File: src/rtl/vga_pkg.sv
// Shared VGA text-mode definitions: cursor command codes
// and default text geometry.
package vga_pkg;

    typedef logic [2:0] cmd_t;

    localparam cmd_t CMD_IDLE   = 3'b000;
    localparam cmd_t CMD_WR_EN  = 3'b001;
    localparam cmd_t CMD_WR_ROW = 3'b010;
    localparam cmd_t CMD_WR_COL = 3'b011;
    localparam cmd_t CMD_ADV    = 3'b100;
    localparam cmd_t CMD_NL     = 3'b101;
    localparam cmd_t CMD_BS     = 3'b110;
    localparam cmd_t CMD_HOME   = 3'b111;

    localparam int VGA_TEXT_ROWS = 60;
    localparam int VGA_TEXT_COLS = 80;

endpackage

File: src/rtl/cursor_ctrl_if.sv
// Command bus from the VGA register decoder to the cursor
// controller: one command plus operand per cycle.
interface cursor_ctrl_if #(
    parameter int DW = 8
);
    logic [2:0]    cmd_i;
    logic [DW-1:0] wdata_i;

    modport master (output cmd_i, output wdata_i);
    modport slave  (input  cmd_i, input  wdata_i);
endinterface

File: src/rtl/cursor_ctrl_blink_timer.sv
// Cursor blink phase generator; phase is 1 while idle and
// after every restart, toggling each BLINK_HALF cycles of run.
module cursor_blink_timer #(
    parameter int BLINK_HALF = 25000000
) (
    input  logic clk_i,
    input  logic reset_i,
    input  logic run_i,
    input  logic restart_i,
    output logic phase_o
);
    localparam int CW = $clog2(BLINK_HALF);
    localparam logic [CW-1:0] CNT_MAX = CW'(BLINK_HALF - 1);

    logic [CW-1:0] cnt_q, cnt_d;
    logic          phase_q, phase_d;

    always_comb begin
        cnt_d   = cnt_q;
        phase_d = phase_q;
        if (restart_i || !run_i) begin
            cnt_d   = '0;
            phase_d = 1'b1;
        end else if (cnt_q == CNT_MAX) begin
            cnt_d   = '0;
            phase_d = ~phase_q;
        end else begin
            cnt_d = cnt_q + CW'(1);
        end
    end

    always_ff @(posedge clk_i) begin
        if (reset_i) begin
            cnt_q   <= '0;
            phase_q <= 1'b1;
        end else begin
            cnt_q   <= cnt_d;
            phase_q <= phase_d;
        end
    end

    assign phase_o = phase_q;

endmodule

File: src/rtl/cursor_ctrl.sv
// Text-mode cursor controller: position, enable, motion
// commands with wrap, scroll request and blink visibility.
module cursor_ctrl
    import vga_pkg::*;
#(
    parameter int DW         = 8,
    parameter int ROWS       = VGA_TEXT_ROWS,
    parameter int COLS       = VGA_TEXT_COLS,
    parameter int BLINK_HALF = 25000000
) (
    input  logic          clk_i,
    input  logic          reset_i,
    cursor_ctrl_if.slave  bus,
    output logic          c_en_o,
    output logic          c_blink_en_o,
    output logic          c_visible_o,
    output logic [DW-1:0] c_row_o,
    output logic [DW-1:0] c_col_o,
    output logic          scroll_o
);
    localparam logic [DW-1:0] ROW_MAX = DW'(ROWS - 1);
    localparam logic [DW-1:0] COL_MAX = DW'(COLS - 1);

    cmd_t          cmd;
    logic [DW-1:0] wdata;
    logic          en_q, en_d, ben_q, ben_d;
    logic [DW-1:0] row_q, row_d, col_q, col_d;
    logic          scroll_q, scroll_d;
    logic          wr_ok, restart, phase;

    assign cmd   = bus.cmd_i;
    assign wdata = bus.wdata_i;

    always_comb begin
        en_d     = en_q;
        ben_d    = ben_q;
        row_d    = row_q;
        col_d    = col_q;
        scroll_d = 1'b0;
        wr_ok    = 1'b0;
        unique case (1'b1)
            (cmd == CMD_WR_EN): begin
                en_d  = wdata[0];
                ben_d = wdata[1];
            end
            (cmd == CMD_WR_ROW): begin
                if (wdata <= ROW_MAX) begin
                    row_d = wdata;
                    wr_ok = 1'b1;
                end
            end
            (cmd == CMD_WR_COL): begin
                if (wdata <= COL_MAX) begin
                    col_d = wdata;
                    wr_ok = 1'b1;
                end
            end
            (cmd == CMD_ADV), (cmd == CMD_NL): begin
                if (cmd == CMD_NL || col_q == COL_MAX) begin
                    col_d = '0;
                    if (row_q == ROW_MAX) begin
                        row_d    = '0;
                        scroll_d = 1'b1;
                    end else begin
                        row_d = row_q + DW'(1);
                    end
                end else begin
                    col_d = col_q + DW'(1);
                end
            end
            (cmd == CMD_BS): begin
                if (col_q != '0) begin
                    col_d = col_q - DW'(1);
                end else if (row_q != '0) begin
                    col_d = COL_MAX;
                    row_d = row_q - DW'(1);
                end
            end
            (cmd == CMD_HOME): begin
                row_d = '0;
                col_d = '0;
            end
            default: ;
        endcase
        // Keystrokes keep the cursor lit for a full half-period.
        restart = wr_ok | (row_d != row_q) | (col_d != col_q);
    end

    always_ff @(posedge clk_i) begin
        if (reset_i) begin
            en_q     <= 1'b0;
            ben_q    <= 1'b0;
            row_q    <= '0;
            col_q    <= '0;
            scroll_q <= 1'b0;
        end else begin
            en_q     <= en_d;
            ben_q    <= ben_d;
            row_q    <= row_d;
            col_q    <= col_d;
            scroll_q <= scroll_d;
        end
    end

    cursor_blink_timer #(
        .BLINK_HALF(BLINK_HALF)
    ) u_blink (
        .clk_i    (clk_i),
        .reset_i  (reset_i),
        .run_i    (en_q & ben_q),
        .restart_i(restart),
        .phase_o  (phase)
    );

    assign c_en_o       = en_q;
    assign c_blink_en_o = ben_q;
    assign c_visible_o  = en_q & (phase | ~ben_q);
    assign c_row_o      = row_q;
    assign c_col_o      = col_q;
    assign scroll_o     = scroll_q;

endmodule

File: src/flat_wrapper.sv
// flat-port wrapper written by rule: the top's interface ports become plain ports
module cursor_ctrl_flat import vga_pkg::*;
#(
    parameter int DW         = 8,
    parameter int ROWS       = VGA_TEXT_ROWS,
    parameter int COLS       = VGA_TEXT_COLS,
    parameter int BLINK_HALF = 25000000
)
  (clk_i, reset_i, c_en_o, c_blink_en_o, c_visible_o, c_row_o, c_col_o, scroll_o, bus_cmd_i, bus_wdata_i);
  cursor_ctrl_if #(.DW(DW)) bus_i ();
  input  logic clk_i;
  input  logic reset_i;
  output logic c_en_o;
  output logic c_blink_en_o;
  output logic c_visible_o;
  output logic [DW-1:0] c_row_o;
  output logic [DW-1:0] c_col_o;
  output logic scroll_o;
  input wire logic [$bits(bus_i.cmd_i)-1:0] bus_cmd_i;
  input wire logic [$bits(bus_i.wdata_i)-1:0] bus_wdata_i;
  assign bus_i.cmd_i = bus_cmd_i;
  assign bus_i.wdata_i = bus_wdata_i;
  cursor_ctrl #(.DW(DW), .ROWS(ROWS), .COLS(COLS), .BLINK_HALF(BLINK_HALF)) u_core (.clk_i(clk_i), .reset_i(reset_i), .bus(bus_i), .c_en_o(c_en_o), .c_blink_en_o(c_blink_en_o), .c_visible_o(c_visible_o), .c_row_o(c_row_o), .c_col_o(c_col_o), .scroll_o(scroll_o));
endmodule
File: config.mk
export PLATFORM = sky130hd
export DESIGN_NAME = cursor_ctrl_flat
export DESIGN_NICKNAME = d
export VERILOG_FILES = /design/src/rtl/vga_pkg.sv /design/src/rtl/cursor_ctrl_if.sv /design/src/rtl/cursor_ctrl_blink_timer.sv /design/src/rtl/cursor_ctrl.sv /design/src/flat_wrapper.sv
export SDC_FILE = /design/constraint.sdc
export NUM_CORES = 1
export LEC_CHECK = 0
export CAP_MARGIN = 40
export CORE_ASPECT_RATIO = 0.9
export CORE_MARGIN = 1.5
export CORE_UTILIZATION = 45
export DETAILED_ROUTE_END_ITERATION = 7
export PLACE_DENSITY = 0.73
export SLEW_MARGIN = 20
export SYNTH_ARGS = -nofsm -noshare
export SYNTH_HDL_FRONTEND = slang
export SYNTH_SLANG_ARGS = --single-unit
File: constraint.sdc
create_clock -name clk_i -period 3.3 [get_ports clk_i]
set_clock_uncertainty 0.15 [all_clocks]
set_input_delay 0.495 -clock clk_i [delete_from_list [all_inputs] [get_ports clk_i]]
set_output_delay 0.495 -clock clk_i [all_outputs]
set_load 0.05 [all_outputs]
# Yosys cells after proc, flatten, opt, wreduce, memory -nomap -nowiden

Cells that the tools add are included.

Register bits: 45
Input bits: 13
Output and inout port bits: 20
Logic and storage cells: 59

$add $sub $neg: 5
Magnitude comparators: 2
Equality and inequality tests: 12
Mux-type cells: 15
Bitwise operators: 9
Reduce and logical (&&, ||, !) cells: 9

Operator list:

| kind                                                                   | number |
|---|---|
| 8-bit 2-to-1 mux                                                       | 9 |
| 8-bit case mux with 4 select lines                                     | 2 |
| 25-bit by 1-bit adder with 25-bit output (second input constant)       | 1 |
| 25-bit == test (second input constant)                                 | 1 |
| 8-bit by 1-bit adder with 8-bit output (second input constant)         | 2 |
| 8-bit inequality test                                                  | 2 |
| 8-bit nonzero test                                                     | 2 |
| 8-bit by 1-bit subtractor with 8-bit output (second input constant)    | 2 |
| 3-bit == test (second input constant)                                  | 4 |
| 8-bit by 6-bit == test with 1-bit output (second input constant)       | 1 |
| 8-bit by 7-bit == test with 1-bit output (second input constant)       | 1 |
| 8-bit by 6-bit <= comparator with 1-bit output (second input constant) | 1 |
| 8-bit by 7-bit <= comparator with 1-bit output (second input constant) | 1 |
| 3-bit by 2-bit == test with 1-bit output (second input constant)       | 2 |
| 3-bit OR reduction                                                     | 2 |
| 1-bit NOT                                                              | 4 |
| 2-bit OR reduction                                                     | 2 |
| 3-bit by 1-bit == test with 1-bit output (second input constant)       | 1 |
| 1-bit 2-to-1 mux                                                       | 3 |
| 1-bit OR                                                               | 3 |
| 1-bit AND                                                              | 2 |
| 1-bit logical OR                                                       | 2 |
| 1-bit case mux with 2 select lines                                     | 1 |
| 1-bit logical NOT                                                      | 1 |

# Depth between registers and ports, before layout

Depth after elaboration: 9
Gate-level depth with buffers: 13

# By module

Synthesis repeated with hierarchy kept, for this count alone.

Cells, all modules: 497
Area total of the unflattened synthesis: 3714.8 um^2

By module, submodules not included:

| module             | instances | cells each | area an instance (um^2) |
|---|---|---|---|
| cursor_ctrl        | 1         | 354        | 2489.9 |
| cursor_blink_timer | 1         | 143        | 1224.9 |

# Worst setup path after synthesis

OpenSTA, ideal clock, no wires.

Path kind: reg2reg
From: register u_core.col_q[1] (netlist: u_core.c_col_o[1])
To: register u_core.u_blink.phase_q (netlist: u_core.u_blink.phase_o)
Setup time: 0.127 ns
Data arrival time: 3.006 ns
Slack: 0.017 ns
Cell stages (with the launch flop): 12
Buffers on the path: 3
Period minus slack after synthesis: 3.283 ns
Cell sequence: dfxtp_1 ha_1 and3_1 buf_2 a21oi_2 buf_2 a221oi_2 o21ai_1 a211o_1 a221o_1 buf_6 or3_1

Longest elaborated chain between the ends: 9
Elaborated cells between the ends (all ways): 19
Classes of those cells: 2 x add/sub; 3 x eq/ne; 8 x mux; 2 x bitwise; 4 x reduce/logical

Ends and longest elaborated chain:

| element                                                                             | line                          | RTL |
|---|---|---|
| start: declaration                                                                  | cursor_ctrl.sv:27             | `logic [DW-1:0] row_q, row_d, col_q, col_d;` |
| start signal: assignment                                                            | cursor_ctrl.sv:100            | `col_q <= col_d;` |
| branches (longest 6 deep; another with 8-bit by 1-bit subtractor with 8-bit output) | -                             |  |
| 1-bit OR (*)                                                                        | cursor_ctrl.sv:86             | `restart = wr_ok \| (row_d != row_q) \| (col_d != col_q);` |
| 1-bit logical OR (*)                                                                | cursor_ctrl_blink_timer.sv:21 | `if (restart_i \|\| !run_i) begin` |
| 2-bit OR reduction (no source line) (*)                                             | -                             |  |
| end signal: assignment                                                              | cursor_ctrl_blink_timer.sv:38 | `phase_q <= phase_d;` |
| end: declaration                                                                    | cursor_ctrl_blink_timer.sv:16 | `logic phase_q, phase_d;` |

Every way passes the cells marked *.
A chain may end at the register's enable or synchronous reset.

# Worst setup path after layout

From: input port bus_cmd_i[2]
To: register u_core.u_blink.cnt_q[3]

Longest elaborated chain between the ends: 9
Elaborated cells between the ends (all ways): 19
Classes of those cells: 8 x eq/ne; 5 x mux; 2 x bitwise; 4 x reduce/logical

Ends and longest elaborated chain:

| element                                 | line                                 | RTL |
|---|---|---|
| start: declaration                      | flat_wrapper.sv:19                   | `input wire logic [$bits(bus_i.cmd_i)-1:0] bus_cmd_i;` |
| 3-bit == test                           | cursor_ctrl.sv:58, cursor_ctrl.sv:59 |  |
| 1-bit logical OR                        | cursor_ctrl.sv:59                    | `if (cmd == CMD_NL \|\| col_q == COL_MAX) begin` |
| 8-bit 2-to-1 mux                        | cursor_ctrl.sv:59                    |  |
| 8-bit case mux with 4 select lines      | cursor_ctrl.sv:41                    | `unique case (1'b1)` |
| 8-bit inequality test                   | cursor_ctrl.sv:86                    |  |
| 1-bit OR                                | cursor_ctrl.sv:86                    |  |
| 1-bit OR (*)                            | cursor_ctrl.sv:86                    |  |
| 1-bit logical OR (*)                    | cursor_ctrl_blink_timer.sv:21        |  |
| 3-bit OR reduction (no source line) (*) | -                                    |  |
| end signal: assignment                  | cursor_ctrl_blink_timer.sv:37        | `cnt_q <= cnt_d;` |
| end: declaration                        | cursor_ctrl_blink_timer.sv:15        | `logic [CW-1:0] cnt_q, cnt_d;` |

Mark *: on every way between the ends. The rest lies on a longest branch, timed or not.

==> results.py <==
metrics = {
    "floorplan": {
        "die_w_um": 100,
        "die_h_um": 90.4,
        "rows": 31,
        "initial_core_util": 0.469,
        "coreArea_mm2": 0.00815,
        "io_pins": 33,
        "die_area_mm2": 0.00906,
    },
    "setup_path": {
        "crit_family": "simple AND/OR/NAND/NOR gates",
        "cp.required_ns": 3.36,
        "reg2reg_to": "u_core.u_blink.cnt_q[3]",
        "start_kind": "primary input",
        "reg2reg_depth": 11,
        "regToRegSetupSlack_ns": 0.05,
        "crit_buf_inv": 3,
        "critPathCaptureType": "register",
        "crit_type": "primary input to register",
        "worstPathMaxFanout": 8,
        "path_cells": "clkdlybuf4s50_1 > or3b_4 > a21oi_2 > buf_6 > nor3_1 > a221oi_2 > nand4_1 > and4bb_1 > o2111ai_4 > buf_8 > nor4_2",
        "critPathArrivalTime_ns": 3.34,
        "crit_path_top_delay_cell": "clkdlybuf4s50_1",
        "critPathMaxStageDelay_ns": 0.49,
        "reg2reg_from": "u_core.c_col_o[0]",
    },
    "detailed_routing": {
        "vias": 4507,
        "viasPerCell": 6.38,
        "drc": 0,
        "wl_um": 14200,
        "drt_iter0_drc": 445,
        "dr.pass1.iters": 5,
        "antenna_left": 0,
        "wl_per_cell_um": 20.2,
    },
    "clock_network": {
        "cts_tree": "yes",
        "holdBufCountCts": 0,
        "clk_pin_slew_ns": 0.09,
        "ctsLongestPathBuffers": 2,
        "clkSinkCount": 45,
        "numCtsBuffers": 5,
        "clockRootBuffer": "clkbuf_8",
        "h-tree-depth": 2,
        "clk_latency_ns": 0.31,
    },
    "place": {
        "dp_hpwl_um": 10900,
        "numPortBuffers": 32,
        "place_congestion": 1.03,
        "dp_slack_ns": -0.264,
    },
    "sta": {
        "final-setup-viol-count": 0,
        "hold_ws_ns": 0.358,
        "setup_slack_ns": 0.0218,
        "min_period_ns": 3.28,
        "rsz0062_at_grt": "yes",
        "period_share": 0.993,
        "max_freq_ghz": 0.305,
        "slew_headroom": 0.618,
        "hold_viol": 0,
        "tightest_slew_ns": 0.568,
        "slew_violations": 0,
    },
    "synthesis": {
        "yosys.area.top_type": "dfxtp_1",
        "syn_nets": 510,
        "synthArstFlopShare": 0,
        "yosysWarnings": 0,
        "avgSynthCellArea_um2": 7.80,
        "synth_ff_type": "dfxtp_1",
        "syn_inst": 490,
        "synth_area_leaders": "dfxtp_1 24%, nor2_1 4.9%, nor3_1 4.5%",
        "synthDistinctLibCells": 77,
        "syn_area_mm2": 0.00382,
        "ys_seq_area_frac": 0.236,
        "ys_ff_latch": 45,
        "yosys.area.top_type_share": 0.236,
        "synth_edf_count": 0,
    },
    "power_and_ir_drop": {
        "p_leak_uw": 0.00198,
        "power_density_mw_per_mm2": 334,
        "ir_drop_mv": 0.271,
    },
    "min_path": {
        "hold_path.class": "register to register",
        "holdPathEnd": "u_core.u_blink.cnt_q[0]",
        "hold_path_startpoint": "u_core.u_blink.cnt_q[0]",
        "hold_depth": 1,
    },
    "global_route": {
        "grt_pass1_wl_um": 22500,
        "grt.overflow.total": 0,
        "grt_usage": 0.313,
        "first_global_vias": 4251,
        "grt_max_degree": 20,
        "antenna_found_initial": 0,
    },
    "job": {
        "maxCapViolCount": 0,
    },
    "cells_and_area": {
        "layout_commonest_cell": "buf_4",
        "nets": 626,
        "diodes": 0,
        "area_growth_pct": 37.7,
        "layout_common_cells": "105 x buf_4, 46 x nor2_1, 41 x dfxtp_1, 33 x nor3_1, 27 x clkdlybuf4s50_1",
        "drive_gt1_frac": 0.301,
        "fillers": 707,
    },
    "status": {
        "status": "completed",
    },
}
-- area by class of cell --
| class | instances | area [um^2] | share of cell area |
|---|---|---|---|
| clock inverter | 2 | 37.5 | 0.00713 |
| multi-input combinational | 392 | 2800 | 0.532 |
| inverter | 18 | 72.6 | 0.0138 |
| tap | 99 | 124 | 0.0235 |
| sequential | 45 | 911 | 0.173 |
| clock buffer | 6 | 82.6 | 0.0157 |
| timing repair buffer | 144 | 1230 | 0.235 |
-- state kept, by name, summed over array words and instances (netlist names) --
register	flops
u_core.c_row_o	8
u_core.u_blink.phase_o	1
u_core.c_blink_en_o	1
u_core.scroll_o	1
u_core.c_col_o	8
u_core.u_blink.cnt_q	25
u_core.c_en_o	1
-- cell usage after synthesis (5+ instances only) --
library cell	n
a31oi_1	8
dfxtp_1	45
nand2b_1	6
inv_1	18
clkbuf_1	14
and3_1	10
nor3_1	34
or3_1	7
mux2i_1	7
o21ai_0	13
ha_1	7
nor4_1	12
a21o_1	6
o31ai_1	6
nand2_1	24
nor4_2	11
nor2_1	50
xnor2_1	14
xor2_1	12
buf_2	14
o211ai_1	6
o22ai_1	5
a211oi_1	13
nand4_1	11
a21oi_1	26
nand3_1	24
-- logic make-up (layout without fill, tap and decap cells) --
kind of cell,after synthesis,in the layout,share of synthesized area
AOI/OAI and AO/OA,124,124,0.235
xor gates and xnor gates,26,26,0.0596
adders and majority gates,7,7,0.0229
buffers and inverters,53,170,0.0697
DFF,45,45,0.236
muxes,7,7,0.0183
and+or+nand+nor,228,228,0.359
-- routing by layer --
| layer | wire length, um | vias to the layer above | GRT usage |
|---|---|---|---|
| met3 | 1320 | 33 | 0.0588 |
| met2 | 6290 | 232 | 0.472 |
| li1 | - | 2096 | - |
| met4 | 359 | 0 | 0.104 |
| met5 | 0 | - | 0 |
| met1 | 6270 | 2146 | 0.445 |
-- power breakdown --
group | switching (uW) | leakage (uW) | internal (uW)
logic | 408 | 0.00155 | 301
clock network | 213 | 0.0000574 | 247
registers | 31.2 | 0.000367 | 559
-- what timing repair did --
action / in CTS / in global routing
setup buffers: 0 / 4
setup endpoints to repair: 0 / 26
resized for setup: 0 / 50
-- metrics by stage --
step | utilization | instances | power [uW] | cell area (um^2) | setup TNS (ns)
2_1_floorplan | - | 490 | 977 | 3820 | 0
3_3_place_gp | 0.602 | 693 | 1240 | 4900 | -4.33
3_5_place_dp | 0.602 | 693 | 1250 | 4900 | -4.59
4_1_cts | 0.617 | 701 | 1700 | 5020 | 0
5_1_grt | 0.646 | 706 | 1830 | 5260 | -0.190
6_report | 0.646 | 706 | 1760 | 5260 | 0
-- how the worst max path moves through the flow --
| stage | from | endpoint | slack (ns) | depth (start not counted) |
|---|---|---|---|---|
| floorplan | u_core.c_col_o[1] | u_core.u_blink.phase_o | 0.02 | 11 |
| global placement | bus_cmd_i[2] | u_core.u_blink.cnt_q[3] | -0.22 | 11 |
| detailed placement | bus_cmd_i[1] | u_core.u_blink.cnt_q[6] | -0.26 | 11 |
| CTS | u_core.c_row_o[0] | u_core.u_blink.cnt_q[6] | 0.01 | 11 |
| global route | u_core.c_col_o[0] | u_core.u_blink.cnt_q[3] | -0.07 | 11 |
| finish | bus_cmd_i[2] | u_core.u_blink.cnt_q[3] | 0.02 | 11 |
Power figures use the tool's default switching activity.
